$ cat config.mk
export PLATFORM = sky130hd
export DESIGN_NAME = mult_div_unit
export DESIGN_NICKNAME = d
export VERILOG_FILES = /design/src/rtl/mult_div_unit.sv
export SDC_FILE = /design/constraint.sdc
export NUM_CORES = 1
export LEC_CHECK = 0
export ABC_CLOCK_PERIOD_IN_PS = 3660
export CAP_MARGIN = 20
export CORE_MARGIN = 2
export CORE_UTILIZATION = 52
export CTS_BUF_LIST = sky130_fd_sc_hd__clkbuf_16
export DETAILED_ROUTE_END_ITERATION = 10
export PLACE_DENSITY = 0.79
export REMOVE_ABC_BUFFERS = 1
export SYNTH_ARGS = -nofsm -noshare
export SYNTH_HDL_FRONTEND = slang
export SYNTH_SLANG_ARGS = --single-unit
$ cat constraint.sdc
create_clock -name clock -period 3.66 [get_ports clock]
set_input_delay 0.549 -clock clock [delete_from_list [all_inputs] [get_ports clock]]
set_output_delay 0.549 -clock clock [all_outputs]
set_load 0.03 [all_outputs]
$ cat src/rtl/mult_div_unit.sv
`default_nettype none
// ============================================================================
// Module      : mult_div_unit
// Description : Iterative shift-add multiply / restoring divide unit owning
//               the HI/LO register pair, with start/done handshake.
// Revision    : 1.0 - initial release
// ============================================================================
module mult_div_unit #(
  parameter int WIDTH = 32
) (
  input  logic             clock,
  input  logic             reset,
  input  logic             start,
  input  logic [1:0]       op,
  input  logic [WIDTH-1:0] a,
  input  logic [WIDTH-1:0] b,
  input  logic             hi_we,
  input  logic             lo_we,
  input  logic [WIDTH-1:0] wdata,
  output logic             busy,
  output logic             done,
  output logic             div_zero,
  output logic [WIDTH-1:0] hi,
  output logic [WIDTH-1:0] lo
);

  localparam int                 c_cnt_w = $clog2(WIDTH);
  localparam logic [c_cnt_w-1:0] c_last  = c_cnt_w'(WIDTH - 1);

  typedef enum logic [1:0] {
    S_IDLE = 2'd0,
    S_CALC = 2'd1,
    S_FIN  = 2'd2
  } state_t;

  state_t               r_state;
  state_t               w_next;
  logic [c_cnt_w-1:0]   r_cnt;
  logic [2*WIDTH-1:0]   r_acc;
  logic [WIDTH-1:0]     r_op_b;
  logic                 r_is_div;
  logic                 r_neg_res;
  logic                 r_neg_rem;
  logic                 r_div0;
  logic [WIDTH-1:0]     r_hi;
  logic [WIDTH-1:0]     r_lo;
  logic                 r_done;
  logic                 r_div_zero;

  logic                 w_signed;
  logic                 w_div0;
  logic [WIDTH-1:0]     w_mag_a;
  logic [WIDTH-1:0]     w_mag_b;
  logic [WIDTH:0]       w_mul_sum;
  logic [2*WIDTH-1:0]   w_mul_next;
  logic [WIDTH:0]       w_rem_sh;
  logic [WIDTH:0]       w_rem_diff;
  logic                 w_q_bit;
  logic [2*WIDTH-1:0]   w_div_next;
  logic [WIDTH-1:0]     w_quo;
  logic [WIDTH-1:0]     w_rem;
  logic [2*WIDTH-1:0]   w_prod_neg;
  logic [WIDTH-1:0]     w_res_hi;
  logic [WIDTH-1:0]     w_res_lo;

  // Operand conditioning at the accepting edge: magnitudes for signed ops
  assign w_signed = ~op[0];
  assign w_div0   = op[1] & (b == '0);
  assign w_mag_a  = (w_signed & a[WIDTH-1]) ? -a : a;
  assign w_mag_b  = (w_signed & b[WIDTH-1]) ? -b : b;

  // Radix-2 shift-add: conditional add into the upper half, then shift right
  assign w_mul_sum  = {1'b0, r_acc[2*WIDTH-1:WIDTH]} +
                      ({1'b0, r_op_b} & {(WIDTH+1){r_acc[0]}});
  assign w_mul_next = {w_mul_sum, r_acc[WIDTH-1:1]};

  // Restoring divide: upper half is the partial remainder, lower half shifts
  // the dividend out and the quotient bits in.
  assign w_rem_sh   = {r_acc[2*WIDTH-1:WIDTH], r_acc[WIDTH-1]};
  assign w_rem_diff = w_rem_sh - {1'b0, r_op_b};
  assign w_q_bit    = ~w_rem_diff[WIDTH];
  assign w_div_next = {(w_q_bit ? w_rem_diff[WIDTH-1:0] : w_rem_sh[WIDTH-1:0]),
                       r_acc[WIDTH-2:0], w_q_bit};

  assign w_quo      = r_acc[WIDTH-1:0];
  assign w_rem      = r_acc[2*WIDTH-1:WIDTH];
  assign w_prod_neg = -r_acc;

  always_comb begin
    w_res_hi = w_rem;
    w_res_lo = w_quo;
    if (r_div0) begin
      w_res_hi = r_acc[WIDTH-1:0];
      w_res_lo = '1;
    end else if (r_is_div) begin
      w_res_lo = r_neg_res ? -w_quo : w_quo;
      w_res_hi = r_neg_rem ? -w_rem : w_rem;
    end else if (r_neg_res) begin
      {w_res_hi, w_res_lo} = w_prod_neg;
    end else begin
      {w_res_hi, w_res_lo} = r_acc;
    end
  end

  always_ff @(posedge clock or negedge reset) begin
    if (!reset) begin
      r_state <= S_IDLE;
    end else begin
      r_state <= w_next;
    end
  end

  always_comb begin
    w_next = r_state;
    case (r_state)
      S_IDLE: if (start) w_next = w_div0 ? S_FIN : S_CALC;
      S_CALC: if (r_cnt == c_last) w_next = S_FIN;
      S_FIN:  w_next = S_IDLE;
      default: w_next = S_IDLE;
    endcase
  end

  always_ff @(posedge clock or negedge reset) begin
    if (!reset) begin
      r_cnt      <= '0;
      r_acc      <= '0;
      r_op_b     <= '0;
      r_is_div   <= 1'b0;
      r_neg_res  <= 1'b0;
      r_neg_rem  <= 1'b0;
      r_div0     <= 1'b0;
      r_hi       <= '0;
      r_lo       <= '0;
      r_done     <= 1'b0;
      r_div_zero <= 1'b0;
    end else begin
      r_done     <= 1'b0;
      r_div_zero <= 1'b0;
      case (r_state)
        S_IDLE: begin
          if (start) begin
            r_cnt     <= '0;
            r_is_div  <= op[1];
            r_neg_res <= w_signed & (a[WIDTH-1] ^ b[WIDTH-1]);
            r_neg_rem <= w_signed & a[WIDTH-1];
            r_div0    <= w_div0;
            r_op_b    <= w_mag_b;
            // Divide-by-zero keeps the raw dividend so it can be returned in HI
            r_acc     <= {{WIDTH{1'b0}}, (w_div0 ? a : w_mag_a)};
          end else begin
            if (hi_we) r_hi <= wdata;
            if (lo_we) r_lo <= wdata;
          end
        end
        S_CALC: begin
          r_acc <= r_is_div ? w_div_next : w_mul_next;
          r_cnt <= r_cnt + 1'b1;
        end
        S_FIN: begin
          r_hi       <= w_res_hi;
          r_lo       <= w_res_lo;
          r_done     <= 1'b1;
          r_div_zero <= r_div0;
        end
        default: ;
      endcase
    end
  end

  assign busy     = (r_state != S_IDLE);
  assign done     = r_done;
  assign div_zero = r_div_zero;
  assign hi       = r_hi;
  assign lo       = r_lo;

endmodule
`default_nettype wire

==> flow_summary.json, run 1 <==
{
  "place_hpwl_um": 35310,
  "clk_pin_slew_ns": 0.08,
  "numCtsBuffers": 17,
  "layout_min_cycle_time_ns": 3.559,
  "max_cap_viol_count": 0,
  "die_h_um": 170.2,
  "synth_top_flop_cell": "dfrtp_1",
  "die_x_um": 170.2,
  "p_leak_nw": 7.378,
  "drive_gt1_frac": 0.09044,
  "synth_edf_count": 0,
  "drc_errors": 0,
  "drv_slew": 0,
  "place.gp.congestion": 0.9614,
  "insertion_delay_ns": 0.45,
  "clock_skew_ns": 0.01668,
  "overflow": 0,
  "cts_tree": "yes",
  "wire_per_inst_um": 20.32,
  "reg2reg_slack_ns": 0.10,
  "fin_crit_sh": 0.9724,
  "dieArea_um2": 28960,
  "outcome": "finished, final reports clean",
  "yosysWarnings": 0,
  "finalHoldViolCount": 0,
  "num_rows": 60,
  "crit_fanout": 13,
  "routed-via-count": 14590,
  "track_usage": 0.3189,
  "avgViaCountPerCell": 6.350,
  "drtPass1Iterations": 7,
  "syn_avg_cell_area_um2": 8.080,
  "maxSlewHeadroom": 0.2995,
  "total_power_mw": 19.15,
  "drt-initial-drc-count": 1932,
  "power_density_nw_per_um2": 1094,
  "io_pins": 170,
  "start_kind": "flip-flop",
  "grt_pass1_wl_um": 73620,
  "netlist_instances": 1777,
  "rr_endpoint": "r_acc[43]",
  "ir_worst_vdd_uv": 474.8,
  "finalNetCount": 2119,
  "cts.sinks": 173,
  "path_class": "reg -> reg",
  "critPathRequiredTime_ns": 3.93,
  "synth_cell_types": 81,
  "wl_um": 46710,
  "yosysSeqAreaShare": 0.3015,
  "grt_pass1_vias": 13940,
  "root_buffer": "clkbuf_16",
  "utilization": 0.6478,
  "fin_cells": 2298,
  "ys_ff_latch": 173,
  "core_area_um2": 27030,
  "htree_levels": 4,
  "worst_pin_slew_ns": 1.051,
  "synthArstFlopShare": 1.000,
  "start_util": 0.5313,
  "grt_max_degree": 80,
  "area_growth_pct": 21.94,
  "worstSetupEndpointType": "flip-flop",
  "cts_buffer_depth": 2,
  "num_antenna_cells": 0,
  "r2r_cells": 15,
  "setup_viol": 0,
  "rr_startpoint": "r_acc[31]",
  "ant_nets": 0,
  "fmax_mhz": 281.0,
  "hp-class": "in -> async",
  "io_buffers": 169,
  "dp_cells": 2262,
  "antenna_found_initial": 0,
  "syn_area_um2": 14360,
  "cp_data_arrival_time_ns": 3.83
}
-- cell usage in the layout, fill, tap and decap left out, types with 18 or more instances in the layout --
cell	n
clkbuf_16	18
xnor2_1	94
mux2i_1	60
o22ai_1	43
a21oi_1	129
clkdlybuf4s50_1	168
a21o_1	35
inv_1	64
dfrtp_1	172
nand2b_1	19
nor3_1	23
o21ai_0	165
ha_1	69
nand3_1	22
o31ai_1	30
a211oi_1	36
or3_1	22
nand2_1	169
xor2_1	79
o21ai_1	28
a222oi_1	22
a22oi_1	23
nor2_1	141
buf_4	97
-- report_power, final --
| group | internal [mW] | total, mW | switching (mW) |
|---|---|---|---|
| clock | 0.907 | 1.82 | 0.912 |
| sequential | 2.86 | 3.91 | 1.05 |
| combinational | 5.85 | 13.4 | 7.58 |
| total | 9.62 | 19.2 | 9.53 |
-- cells by family after synthesis --
group	Yosys count	synth area share
flip-flops	173	0.3015
AO/OA/AOI/OAI	609	0.2682
buffers and inverters	190	0.05046
multiplexers	60	0.04183
adder cells (fa/ha/maj)	72	0.06379
AND/OR/NAND/NOR	499	0.1680
XOR/XNOR	174	0.1061
-- critical path, cell delays in order, from the launching register on --
cell      delay, ns
dfrtp_1        0.38
inv_1          0.14
ha_2           0.24
fa_1           0.21
nor2b_1        0.08
o31a_1         0.28
o31a_1         0.29
o211ai_1       0.27
nand2_2        0.13
o31ai_1        0.26
buf_4          0.18
xnor2_4        0.17
buf_12         0.18
buf_6          0.18
mux2i_1        0.26
o21ai_0        0.12
-- timing repair --
action	4_1_cts	5_1_grt
resized for setup	0	10
setup buffers	0	3
hold buffers	0	0
setup endpoints to repair	0	21
-- final cells by class --
cell class              count  area (µm²)
clock buffers              17       425.4
clock inverters            15       150.1
fillers                  2365        9518
inverters                  65       244.0
multi-input cells        1414        9366
flip-flops and latches    173        4330
well taps                 341       426.7
repair buffers            273        2565
-- per-stage QoR --
stage | hold WS, ns | worst slack, ns | setup TNS, ns | area [µm²]
2_1_floorplan | 0.2534 | -1.392 | -38.84 | 13880
3_3_place_gp | 0.4606 | -0.2098 | -3.283 | 16810
3_5_place_dp | 0.4700 | -0.1146 | -1.502 | 16840
4_1_cts | 0.04940 | 0.05785 | 0 | 17420
5_1_grt | 0.06217 | -0.009655 | -0.01453 | 17510
6_report | 0.02714 | 0.1010 | 0 | 17510
-- state kept, by name (all words and copies together), names as in the netlist --
name,cells
r_acc,64
lo,32
r_state,2
r_neg_res,1
div_zero,1
r_neg_rem,1
hi,32
r_op_b,32
r_cnt,5
done,1
r_is_div,1
r_div0,1
-- cells in the mapped netlist, types with 4 or more instances --
library cell	instances	area, µm²
o211ai_1	6	45.04
inv_1	64	240.2
nor4_1	14	87.58
o21ai_1	27	135.1
buf_1	7	26.28
a222oi_1	22	220.2
or4_1	14	105.1
o21ai_0	166	830.8
nand4_1	14	87.58
a31oi_1	9	56.30
nor2_1	142	533.0
clkbuf_1	114	427.9
nor3_1	23	115.1
o221ai_1	9	78.83
nor2b_1	11	68.82
or2_2	6	37.54
a41oi_1	4	35.03
a211o_1	5	43.79
nand2b_1	20	125.1
nand3_1	22	110.1
or3_1	22	137.6
and3_1	7	43.79
nand3b_1	5	37.54
xnor2_1	95	832.1
ha_1	70	875.8
o21a_1	11	82.58
mux2i_1	60	600.6
a211oi_1	37	277.8
a22oi_1	23	172.7
a21oi_1	131	655.6
o31a_1	4	35.03
o22ai_1	43	269.0
xor2_1	79	691.9
a21o_1	35	262.8
o41ai_1	13	113.9
o31ai_1	31	232.7
and4_1	4	35.03
o21bai_1	6	45.04
nand2_1	170	638.1
dfrtp_1	173	4329
-- worst max-delay path by stage --
stage	from	end	slack (ns)
finish	r_acc[31]	r_acc[43]	0.10
global route	r_acc[31]	r_acc[43]	-0.01
CTS	r_acc[31]	r_acc[35]	0.06
detailed placement	b[0]	r_acc[22]	-0.11
global placement	b[0]	r_acc[13]	-0.21
floorplan	r_acc[31]	r_acc[37]	-1.39
-- metal layers --
layer  global-route usage  share of wire  vias up
met5                    0              0        -
met4               0.1197          0.033        0
met3              0.05884          0.086      126
met2               0.5087           0.45      804
met1               0.4314           0.43     6844
li1                     -              -     6818
Note: power is estimated with default switching activity, not from simulation.
==> inputs of run 2 (changes only) <==
- CAP_MARGIN: 20 -> 5
- RECOVER_POWER: not set -> 50
- SKIP_CTS_REPAIR_TIMING: not set -> 1
==> run 2 against run 1 <==
Compared with the run above: the run now ends with max-capacitance violations, max-slew violations left; highest routed layer unchanged; worst setup slack improved by 0.053 ns; fmax is 1.5% higher; sequential power about the same; non-clock buffer count did not move.
==> flow_summary.json, run 2 (synthesis gave the netlist of run 1 again) <==
{
  "outcome": "finished, violations left",
  "violations": "max-capacitance violations, max-slew violations",
  "grt_pass1_vias": 13810,
  "crit_fanout": 3,
  "maxSlewHeadroom": -0.9431,
  "numCtsBuffers": 17,
  "htree_levels": 4,
  "drtPass1Iterations": 9,
  "max_cap_viol_count": 1,
  "finalNetCount": 2119,
  "drive_gt1_frac": 0.08993,
  "grt_pass1_wl_um": 73370,
  "drc_errors": 0,
  "path_class": "reg -> reg",
  "fin_setup_tns_ns": 0,
  "place_area_um2": 16810,
  "fmax_mhz": 285.2,
  "core_area_um2": 27030,
  "area_growth_pct": 21.96,
  "insertion_delay_ns": 0.46,
  "start_kind": "flip-flop",
  "largest_reg_flops": 64,
  "antenna_found_initial": 0,
  "io_buffers": 169,
  "cts_tree": "yes",
  "worst_slack_ns": 0.1542,
  "overflow": 0,
  "cts_buffer_depth": 2,
  "die_x_um": 170.2,
  "finalHoldViolCount": 0,
  "regMostFlops": "r_acc",
  "ant_nets": 0,
  "utilization": 0.6479,
  "wl_um": 46770,
  "critPathRequiredTime_ns": 3.99,
  "fin_area_um2": 17510,
  "root_buffer": "clkbuf_16",
  "worst_pin_slew_ns": 2.915,
  "ir_worst_vdd_uv": 436.6,
  "hp-class": "reg -> reg",
  "cp_data_arrival_time_ns": 3.84,
  "io_pins": 170,
  "layout_common_cells": "dfrtp_1 (172), nand2_1 (169), o21ai_0 (165), clkdlybuf4s50_1 (143), nor2_1 (141)",
  "avgViaCountPerCell": 6.369,
  "wire_per_inst_um": 20.35,
  "drt-initial-drc-count": 1853,
  "num_rows": 60,
  "die_h_um": 170.2,
  "worstSetupEndpointType": "flip-flop",
  "final_common_cell": "dfrtp_1",
  "post-place-ws_ns": -0.1963,
  "hold_ws_ns": 0.4777,
  "layout_min_cycle_time_ns": 3.506,
  "clk_pin_slew_ns": 0.08,
  "drv_slew": 51,
  "power_density_nw_per_um2": 1101,
  "dieArea_um2": 28960,
  "clock_skew_ns": 0.02702,
  "fin_crit_sh": 0.9579,
  "grt_max_degree": 80,
  "place.gp.congestion": 0.9614,
  "routed-via-count": 14640,
  "start_util": 0.5313,
  "track_usage": 0.3185,
  "cts.sinks": 173,
  "place_hpwl_um": 35340,
  "num_antenna_cells": 0,
  "p_leak_nw": 7.415,
  "setup_viol": 0
}
==> run 2: cell count changes in the layout (fill, tap and decap cells not counted), sizes merged <==
cell,previous run,this run
buf,104,99
clkinvlp,3,1
dlygate4sd3,0,25
clkbuf,18,23
clkinv,5,7
clkdlybuf4s50,168,143
==> run 2: worst paths after layout <==
kind,startpoint,end,slack [ns],cells after the start
worst max-delay path,r_op_b[0],r_acc[59],0.15,16
worst min-delay path,r_op_b[25],r_op_b[25],0.48,2
worst max register to register,r_op_b[0],r_acc[59],0.15,16
worst min register to register,r_op_b[25],r_op_b[25],0.48,2
max in group asynchronous,reset,r_op_b[21],0.57,2
min in group asynchronous,reset,r_acc[6],1.01,1
==> run 2: stage by stage <==
step	power, mW	std cells
6_report	19.28	2298
5_1_grt	20.63	2298
4_1_cts	18.57	2293
3_5_place_dp	16.70	2261
3_3_place_gp	16.42	2261
2_1_floorplan	12.17	1652
==> run 2: where the power goes <==
| part | internal [mW] | switching [mW] | total [mW] | leakage (nW) |
|---|---|---|---|---|
| Clock | 0.910 | 0.922 | 1.83 | 0.286 |
| Sequential | 2.86 | 1.03 | 3.89 | 2.07 |
| Combinational | 5.91 | 7.64 | 13.5 | 5.06 |
| Total | 9.68 | 9.60 | 19.3 | 7.41 |
==> run 2: layout make-up <==
cell class	instances	area, µm²
sequential	173	4330
clock inverter	15	155.1
timing repair buffer	273	2551
multi-input combinational	1414	9378
tap	341	426.7
inverter	65	244.0
clock buffer	17	425.4
fill	2329	9515
==> run 2: worst max-delay path: stages, from the launching register on <==
cell and delay (ns):
dfrtp_1 0.43, and2_1 0.15, ha_1 0.16, inv_1 0.06
fa_1 0.39, nand2b_1 0.19, a21oi_2 0.19, o2111ai_2 0.16
a21oi_1 0.24, a211oi_2 0.10, buf_4 0.16, o31a_1 0.31
o31ai_2 0.18, buf_4 0.15, a21oi_1 0.07, xnor2_1 0.13
a221o_1 0.31
==> run 2: routing by layer <==
metal	wire length, µm	vias up	global-route usage
met3	4013	117	0.05419
met1	19770	6891	0.4294
li1	-	6832	-
met5	0	-	0
met4	1542	0	0.1185
met2	21450	797	0.5140
